$ cat src/rtl/traffic_light_ctrl.sv
// Two-road phase controller driven by the countdown timer's timeout levels.
// Also provides night-mode flashing yellow, a sticky skipped-yellow fault and a cycle counter.
module traffic_light_ctrl #(
  parameter int CYC_W = 8
) (
  input  logic             clk,
  input  logic             rst,
  input  logic             timeout45,
  input  logic             timeout30,
  input  logic             night_mode,
  output logic [2:0]       ns_light,
  output logic [2:0]       ew_light,
  output logic [2:0]       state,
  output logic             seq_fault,
  output logic [CYC_W-1:0] cycles
);

  typedef enum logic [2:0] {
    NS_GREEN  = 3'd0,
    NS_YELLOW = 3'd1,
    EW_GREEN  = 3'd2,
    EW_YELLOW = 3'd3,
    ALL_RED   = 3'd4,
    NIGHT     = 3'd5
  } state_t;

  localparam logic [2:0] RED    = 3'b100;
  localparam logic [2:0] YELLOW = 3'b010;
  localparam logic [2:0] GREEN  = 3'b001;

  state_t cur, nxt;
  logic   t45_q, t30_q;
  logic   blink, blink_nxt;
  logic   fault_set, cyc_inc;
  logic   r45, r30, legal;

  // Only rising edges of the timer levels act, so a held level moves once.
  assign r45   = timeout45 & ~t45_q;
  assign r30   = timeout30 & ~t30_q;
  assign legal = (cur <= NIGHT);
  assign state = cur;

  always_ff @(posedge clk) begin
    if (rst) begin
      cur       <= NS_GREEN;
      t45_q     <= 1'b0;
      t30_q     <= 1'b0;
      blink     <= 1'b0;
      seq_fault <= 1'b0;
      cycles    <= '0;
    end else begin
      cur   <= nxt;
      t45_q <= timeout45;
      t30_q <= timeout30;
      blink <= blink_nxt;
      if (fault_set) seq_fault <= 1'b1;
      if (cyc_inc)   cycles    <= cycles + CYC_W'(1);
    end
  end

  always_comb begin
    nxt       = cur;
    fault_set = 1'b0;
    cyc_inc   = 1'b0;
    blink_nxt = 1'b0;
    if (!legal) begin
      nxt = ALL_RED;
    end else if (r45 && night_mode) begin
      nxt       = NIGHT;
      blink_nxt = 1'b1;
    end else begin
      // r45 is tested before r30 so a same-edge pair resolves to the r45 move.
      case (cur)
        NS_GREEN: begin
          if (r45) begin
            nxt       = EW_GREEN;
            fault_set = 1'b1;
          end else if (r30) begin
            nxt = NS_YELLOW;
          end
        end
        NS_YELLOW: if (r45) nxt = EW_GREEN;
        EW_GREEN: begin
          if (r45) begin
            nxt       = NS_GREEN;
            fault_set = 1'b1;
          end else if (r30) begin
            nxt = EW_YELLOW;
          end
        end
        EW_YELLOW: begin
          if (r45) begin
            nxt     = NS_GREEN;
            cyc_inc = 1'b1;
          end
        end
        ALL_RED: if (r45) nxt = NS_GREEN;
        NIGHT:   if (r45) nxt = ALL_RED;
        default: nxt = ALL_RED;
      endcase
      if (nxt == NIGHT) blink_nxt = ~blink;
    end
  end

  always_comb begin
    ns_light = RED;
    ew_light = RED;
    case (cur)
      NS_GREEN:  ns_light = GREEN;
      NS_YELLOW: ns_light = YELLOW;
      EW_GREEN:  ew_light = GREEN;
      EW_YELLOW: ew_light = YELLOW;
      NIGHT: begin
        ns_light = {1'b0, blink, 1'b0};
        ew_light = {1'b0, blink, 1'b0};
      end
      default: ;
    endcase
  end

endmodule

$ cat config.mk
export PLATFORM = sky130hd
export DESIGN_NAME = traffic_light_ctrl
export DESIGN_NICKNAME = d
export VERILOG_FILES = /design/src/rtl/traffic_light_ctrl.sv
export SDC_FILE = /design/constraint.sdc
export NUM_CORES = 1
export LEC_CHECK = 0
export CAP_MARGIN = 0
export CELL_PAD_IN_SITES_DETAIL_PLACEMENT = 1
export CELL_PAD_IN_SITES_GLOBAL_PLACEMENT = 1
export CORE_MARGIN = 2
export CORE_UTILIZATION = 32
export DETAILED_ROUTE_END_ITERATION = 10
export HOLD_SLACK_MARGIN = 0.02
export PLACE_DENSITY = 0.73
export SYNTH_ARGS = -nofsm -noshare
export SYNTH_HDL_FRONTEND = slang
export SYNTH_SLANG_ARGS = --single-unit
$ cat constraint.sdc
create_clock -name clk -period 2.3 [get_ports clk]
set_clock_uncertainty 0.15 [all_clocks]
set_input_delay 0.345 -clock clk [delete_from_list [all_inputs] [get_ports clk]]
set_output_delay 0.345 -clock clk [all_outputs]
set_load 0.02 [all_outputs]
## After elaboration in Yosys (flattened, before gate mapping)

Index checks and enable logic that the tools add are counted.
W data, S select, Z words.

- Register bits after elaboration: 15
- Word-level logic and storage cells: 51
- Output and inout port bits: 18
- Input bits: 5

- $lt $le $gt $ge: 1
- $add $sub $neg: 1
- Mux-type cells: 23
- Reductions and logical operators: 6
- Bitwise operators: 6
- Equality and inequality tests: 6

Operators with widths:

| cell | count |
|---|---|
| $mux W3 | 11 |
| $pmux W3 S3 | 2 |
| $pmux W3 S5 | 1 |
| $eq A3 B3 Y1 const B | 3 |
| $mux W1 | 9 |
| $add A8 B1 Y8 const B | 1 |
| $eq A3 B2 Y1 const B | 2 |
| $reduce_or A2 Y1 | 3 |
| $not A1 Y1 | 4 |
| $eq A3 B1 Y1 const B | 1 |
| $le A3 B3 Y1 const B | 1 |
| $logic_not A3 Y1 | 1 |
| $reduce_or A3 Y1 | 1 |
| $and A1 B1 Y1 | 2 |
| $logic_and A1 B1 Y1 | 1 |

## Logic depth before layout (Yosys ltp)

Gate-level depths: netlist of run 1.

- Depth in word-level cells: 10
- Mapped depth: 4
- Mapped depth without buffers: 4

## Least setup slack after synthesis of run 1

No wires, ideal clock.

- Kind: register -> output
- Start point: reg cur[1] (netlist: state[1])
- End point: out ew_light[2]
- Buffers on the path: 1
- Setup slack: 0.456 ns
- Cell stages (with the launch flop): 4
- Data required time: 1.805 ns
- Data arrival time: 1.349 ns
- Path through: dfxtp_1 -> clkbuf_1 -> nor2b_1 -> a21boi_0

- Longest elaborated chain between the ends: 2
- Elaborated cells on any way between the ends: 4
- Those cells by class: eq/ne: 3; mux: 1

Ends and longest elaborated chain:

| item | line | text |
|---|---|---|
| start: declaration | 31 | `state_t cur, nxt;` |
| start signal: assignment | 52 | `cur <= nxt;` |
| $eq A3 B3 Y1 or $eq A3 B2 Y1 (tied branches) | 108 | `case (cur)` |
| $pmux W3 S3 (*) | 108 |  |
| end: declaration | 12 | `output logic [2:0] ew_light,` |

Every way passes the cells marked *; elsewhere a longest branch is shown, timed or not.

## Worst setup path after layout of run 1

- Start point: reg cur[2] (netlist: state[2])
- End point: out ns_light[1]

- Longest elaborated chain between the ends: 2
- Elaborated cells on any way between the ends: 4
- Those cells by class: eq/ne: 2; mux: 1; reduce/logical: 1

Ends and longest elaborated chain:

| item | line | text |
|---|---|---|
| $eq A3 B3 Y1 (tied with other cells) | 108 |  |
| $pmux W3 S3 (*) | 108 |  |
| end: declaration | 11 | `output logic [2:0] ns_light,` |

Marked as above.

==> flow_summary.json, run 1 <==
{
  "num_io_pins": 23,
  "fillerInstances": 275,
  "status": "complete, no violations",
  "cts_buffers": 3,
  "cts_setup_buffers": 0,
  "reg2regPathDepth": 4,
  "fin_ws_ns": 0.1688,
  "drv_slew": 0,
  "netlist_area_um2": 753.2,
  "max-cap-violations": 0,
  "clk_path_buf_depth": 2,
  "dieArea_mm2": 0.002758,
  "ant_nets": 0,
  "min-delay-start": "seq_fault",
  "area_growth_pct": 37.54,
  "ys_ff_latch": 15,
  "post_synth.cell_area_avg_um2": 8.463,
  "leakage_nw": 0.3520,
  "required_ns": 1.80,
  "cp_max_fo": 8,
  "die_h_um": 52.52,
  "cts_root_buffer": "clkbuf_4",
  "grt_max_degree": 13,
  "worst_pin_slew_ns": 0.5192,
  "r2r-start": "state[2]",
  "ff2ff_setup_slack_ns": 0.40,
  "vdd_drop_max_v": 0.0002697,
  "cp-end-kind": "primary output",
  "tns_ns": 0,
  "grt_pass1_wl_mm": 3.353,
  "drive_gt1_frac": 0.1062,
  "vias_per_cell": 5.319,
  "totalWireLength_mm": 2.025,
  "final_cell_area_mm2": 0.001036,
  "gp_congestion": 0.7395,
  "grt_overflow": 0,
  "cts_htree_levels": 1,
  "dr.pass1.iters": 4,
  "period_share": 0.9266,
  "timing.slew.headroom": 0.6494,
  "ys_types": 30,
  "cp.arrival_ns": 1.64,
  "p_per_area_mw_per_mm2": 514.4,
  "syn_nets": 95,
  "drt_iter0_markers": 4,
  "pre_cts_ws_ns": -0.08800,
  "tritoncts": "built",
  "numClockSinks": 15,
  "antenna_found_initial": 0,
  "place_area_mm2": 0.001003,
  "syn_inst": 89,
  "finalSetupViolCount": 0,
  "p_total_mw": 0.5329,
  "dieWidth_um": 52.52,
  "start_util": 0.3405,
  "num_vias": 750,
  "final_util": 0.4683,
  "max_freq_mhz": 469.2,
  "min_path_type": "reg2reg",
  "rsz0062_at_grt": "no",
  "finalHoldViolations": 0,
  "hold_depth": 2,
  "layout_min_cycle_time_ns": 2.131,
  "core-area_mm2": 0.002212,
  "grt_pass1_vias": 768,
  "ys_seq_area_frac": 0.3987,
  "whs_endpoint": "seq_fault",
  "nNetsFinal": 120,
  "globalRouteTotalUtil": 0.1645,
  "num_rows": 17,
  "wl_per_cell_um": 14.36,
  "r2r_end": "cycles[5]",
  "clkTransAtPathRegs_ns": 0.09,
  "yosys_warnings": 0,
  "portBuffers": 22,
  "dp_hpwl_mm": 1.504,
  "num_antenna_cells": 0,
  "start_kind": "flop",
  "clock_latency_ns": 0.28,
  "drc_errors": 0,
  "critPathKind": "reg2out"
}
[layout make-up]
cell class	instances	area [um2]	area share
Multi-Input combinational cell	66	414.1	0.3998
Sequential cell	15	304.0	0.2935
Timing Repair Buffer	25	245.2	0.2367
Tap cell	28	35.03	0.03382
Clock buffer	4	26.28	0.02536
Inverter	3	11.26	0.01087
[power breakdown]
group          internal, mW  total [mW]  switching, mW  leakage [nW]
combinational        0.0481      0.0969         0.0488         0.214
clock                0.0673       0.155         0.0881        0.0150
sequential            0.268       0.281         0.0124         0.123
total                 0.384       0.533          0.149         0.352
[logic make-up (layout without fill, tap and decap cells)]
kind of cell | after synthesis | in the layout | synth area share
compound gates | 22 | 22 | 0.1728
simple gates | 40 | 40 | 0.3173
flops | 15 | 15 | 0.3987
fa+ha+maj | 1 | 1 | 0.01661
buf+inv | 8 | 32 | 0.05149
mux | 3 | 3 | 0.04319
[flip-flops by register name (all words and copies together), names as in the netlist]
| signal | flops |
|---|---|
| cycles | 8 |
| blink | 1 |
| t45_q | 1 |
| state | 3 |
| seq_fault | 1 |
| t30_q | 1 |
[synth_stat cells]
cell,instances,share of area
nor4_1,2,0.017
buf_2,1,0.0066
a21o_1,1,0.010
a21boi_0,1,0.010
o311ai_0,1,0.012
nand4_1,3,0.025
or3b_4,1,0.015
nor3b_1,1,0.010
nand3_1,2,0.013
nand3b_1,2,0.020
or4_1,3,0.030
or3_1,3,0.025
nand4b_1,1,0.012
o21ai_0,3,0.020
buf_6,1,0.015
nor2_1,6,0.030
nor3_1,2,0.013
nand2_1,3,0.015
mux2_2,2,0.030
mux2i_1,1,0.013
nor2b_1,8,0.066
clkbuf_1,3,0.015
a21oi_1,11,0.073
or2b_1,1,0.010
ha_1,1,0.017
inv_1,3,0.015
nand2b_1,2,0.017
dfxtp_1,15,0.40
a31oi_1,1,0.0083
o31ai_1,4,0.040
[through the flow]
step,cells,hold WS [ns]
2_1_floorplan,89,0.2666
3_3_place_gp,137,0.3050
3_5_place_dp,137,0.3158
4_1_cts,141,0.3373
5_1_grt,141,0.3822
6_report,141,0.3263
[layout by cell type, fill, tap and decap left out, types with 3 or more instances in the layout]
master / count
dfxtp_1: 12
dfxtp_2: 3
nand2_1: 3
or3_1: 3
inv_1: 3
a21oi_1: 11
o31ai_1: 4
nand4_1: 3
clkbuf_4: 3
buf_4: 3
or4_1: 3
nor2_1: 6
o21ai_0: 3
clkdlybuf4s50_1: 21
nor2b_1: 8
[worst max-delay path, cell delays in order (launching register included)]
cell and delay, ns:
dfxtp_2 0.36, buf_4 0.17, nor2b_1 0.15, nor2_1 0.08
clkdlybuf4s50_1 0.60
[what timing repair did]
| item | CTS | global route |
|---|---|---|
| hold endpoints to repair | 0 | 0 |
| hold buffers | 0 | 0 |
| pin swaps | 0 | 0 |
| resized for setup | 1 | 3 |
| setup endpoints to repair | 1 | 2 |
[layer usage]
metal,global-route usage,wire length [um],part of all wire,vias up
met5,0,0,0,-
met4,0.08974,30,0.015,0
met2,0.2729,1026,0.51,12
li1,-,-,-,373
met3,0.02857,63,0.031,4
met1,0.1993,905,0.45,361
[worst max-delay path by stage]
stage	end	startpoint
floorplan	ew_light[2]	state[1]
global placement	cycles[7]	timeout45
detailed placement	cycles[5]	timeout45
CTS	ew_light[2]	state[2]
global route	ns_light[1]	state[2]
finish	ns_light[1]	state[2]
No activity file was read; power rests on OpenSTA's default activity.
==> run 2, diff against run 1 <==
Settings changed: CAP_MARGIN 0 to default, CORE_UTILIZATION 32 to 42, DONT_BUFFER_PORTS from default to 1, PLACE_DENSITY 0.73 to 0.7.
==> flow_summary.json, run 2 (synthesis results as in run 1) <==
{
  "min-delay-start": "timeout45",
  "clk_path_buf_depth": 2,
  "totalWireLength_mm": 1.814,
  "layout_min_cycle_time_ns": 2.041,
  "wl_per_cell_um": 15.37,
  "max_freq_mhz": 490.0,
  "drt_iter0_markers": 9,
  "p_per_area_mw_per_mm2": 611.1,
  "cts_setup_buffers": 0,
  "globalRouteTotalUtil": 0.1839,
  "rsz0062_at_grt": "no",
  "start_kind": "flop",
  "num_antenna_cells": 0,
  "cp-end-kind": "primary output",
  "finalHoldViolations": 0,
  "pre_cts_ws_ns": 0.4359,
  "antenna_found_initial": 0,
  "swShare": 0.2890,
  "clkTransAtPathRegs_ns": 0.09,
  "r2r-start": "state[2]",
  "tns_ns": 0,
  "area_growth_pct": 9.302,
  "dr.pass1.iters": 4,
  "drv_slew": 0,
  "power.share.clock": 0.315,
  "dieArea_mm2": 0.002148,
  "ant_nets": 0,
  "cts_hold_buf": 1,
  "critical_path.max_stage_delay_ns": 0.69,
  "combPwrFrac": 0.126,
  "ff2ff_setup_slack_ns": 0.37,
  "critPathKind": "reg2out",
  "crit_buf_inv": 0,
  "numClockSinks": 15,
  "required_ns": 1.80,
  "endpoint": "ew_light[1]",
  "status": "complete, no violations",
  "start_util": 0.4410,
  "layout_commonest_cell": "dfxtp_1",
  "fillerInstances": 215,
  "p_int_mw": 0.3577,
  "final_cell_mix": "dfxtp_1 (15), a21oi_1 (11), nor2b_1 (8)",
  "gp_congestion": 0.6386,
  "crit_path_start": "state[2]",
  "largest_reg_flops": 8,
  "finalSetupViolCount": 0,
  "portBuffers": 0,
  "cts_htree_levels": 1,
  "cts_root_buffer": "clkbuf_4",
  "max_flop_register": "cycles",
  "vdd_drop_max_v": 0.0003795,
  "critPathTopFamily": "flip-flops",
  "die_h_um": 46.35,
  "r2r_end": "cycles[5]",
  "dieWidth_um": 46.35,
  "fin_ws_ns": 0.2592,
  "core-area_mm2": 0.001708,
  "timing.slew.headroom": 0.5714,
  "grt_max_degree": 16,
  "num_rows": 15,
  "p_switching_mw": 0.1454,
  "worst_pin_slew_ns": 0.6381,
  "grt_pass1_wl_mm": 2.691,
  "drive_gt1_frac": 0.1075,
  "dp_hpwl_mm": 1.211,
  "max-cap-violations": 0,
  "num_vias": 685,
  "worst_path_max_delay_cell": "dfxtp_1",
  "grt_overflow": 0,
  "cp.arrival_ns": 1.55,
  "cp_num_cells": 2,
  "cp_max_fo": 14,
  "num_io_pins": 23,
  "vias_per_cell": 5.805,
  "cts_buffers": 3,
  "cts.repair.resized": 0,
  "tritoncts": "built",
  "nNetsFinal": 100,
  "drc_errors": 0,
  "reg2regPathDepth": 3,
  "leakage_nw": 0.2798,
  "clock_latency_ns": 0.29,
  "seq_power_share": 0.559,
  "cp_cell_sequence": "nand3b_1, a21oi_1",
  "min_path_type": "in2reg",
  "grt_pass1_vias": 614,
  "period_share": 0.8873
}
==> run 2: cell count changes in the layout (fill, tap and decap cells not counted), sizes merged <==
cell           delta
clkdlybuf4s50    -21
buf               +1
dlygate4sd3       +1
dlymetal6s2s      -1
==> run 2: how the worst min path moves through the flow <==
| stage | cells after the start | to | slack (ns) |
|---|---|---|---|
| CTS | 1 | t45_q | 0.03 |
| global route | 1 | t30_q | 0.03 |
| finish | 1 | t45_q | 0.03 |
| global placement | 1 | cycles[1] | 0.27 |
| detailed placement | 1 | cycles[1] | 0.27 |
| floorplan | 1 | t30_q | 0.27 |
==> run 2: final cells by class <==
| cell class | count | area, um2 | share of cell area |
|---|---|---|---|
| well taps | 25 | 31.28 | 0.03799 |
| flip-flops and latches | 15 | 300.3 | 0.3647 |
| inverters | 3 | 11.26 | 0.01368 |
| multi-input cells | 66 | 414.1 | 0.5030 |
| repair buffers | 5 | 40.04 | 0.04863 |
| clock buffers | 4 | 26.28 | 0.03191 |
==> run 2: per-stage QoR <==
stage	instances	power, mW	cell area, um2	hold WS [ns]	utilization
5_1_grt	118	0.5226	823.3	0.02885	0.4821
4_1_cts	118	0.5069	823.3	0.02693	0.4821
2_1_floorplan	89	0.3375	753.2	0.2666	-
3_3_place_gp	113	0.3454	787.0	0.2669	0.4608
3_5_place_dp	113	0.3464	787.0	0.2676	0.4608
6_report	118	0.5031	823.3	0.02965	0.4821
==> run 2: layer usage <==
layer / part of all wire / global-route usage / vias up
met5: 0 / 0 / -
met4: 0.036 / 0.1371 / 0
met3: 0.074 / 0.06667 / 10
met2: 0.43 / 0.2694 / 27
met1: 0.46 / 0.2167 / 315
li1: - / - / 333
==> run 2: power groups by stage <==
stage,clock [mW],sequential (mW),combinational (mW)
after global routing,0.171,0.283,0.0690
after detailed placement,0,0.287,0.0591
after CTS,0.162,0.281,0.0638
after floorplan,0,0.284,0.0539
final,0.159,0.281,0.0633
after global placement,0,0.287,0.0587
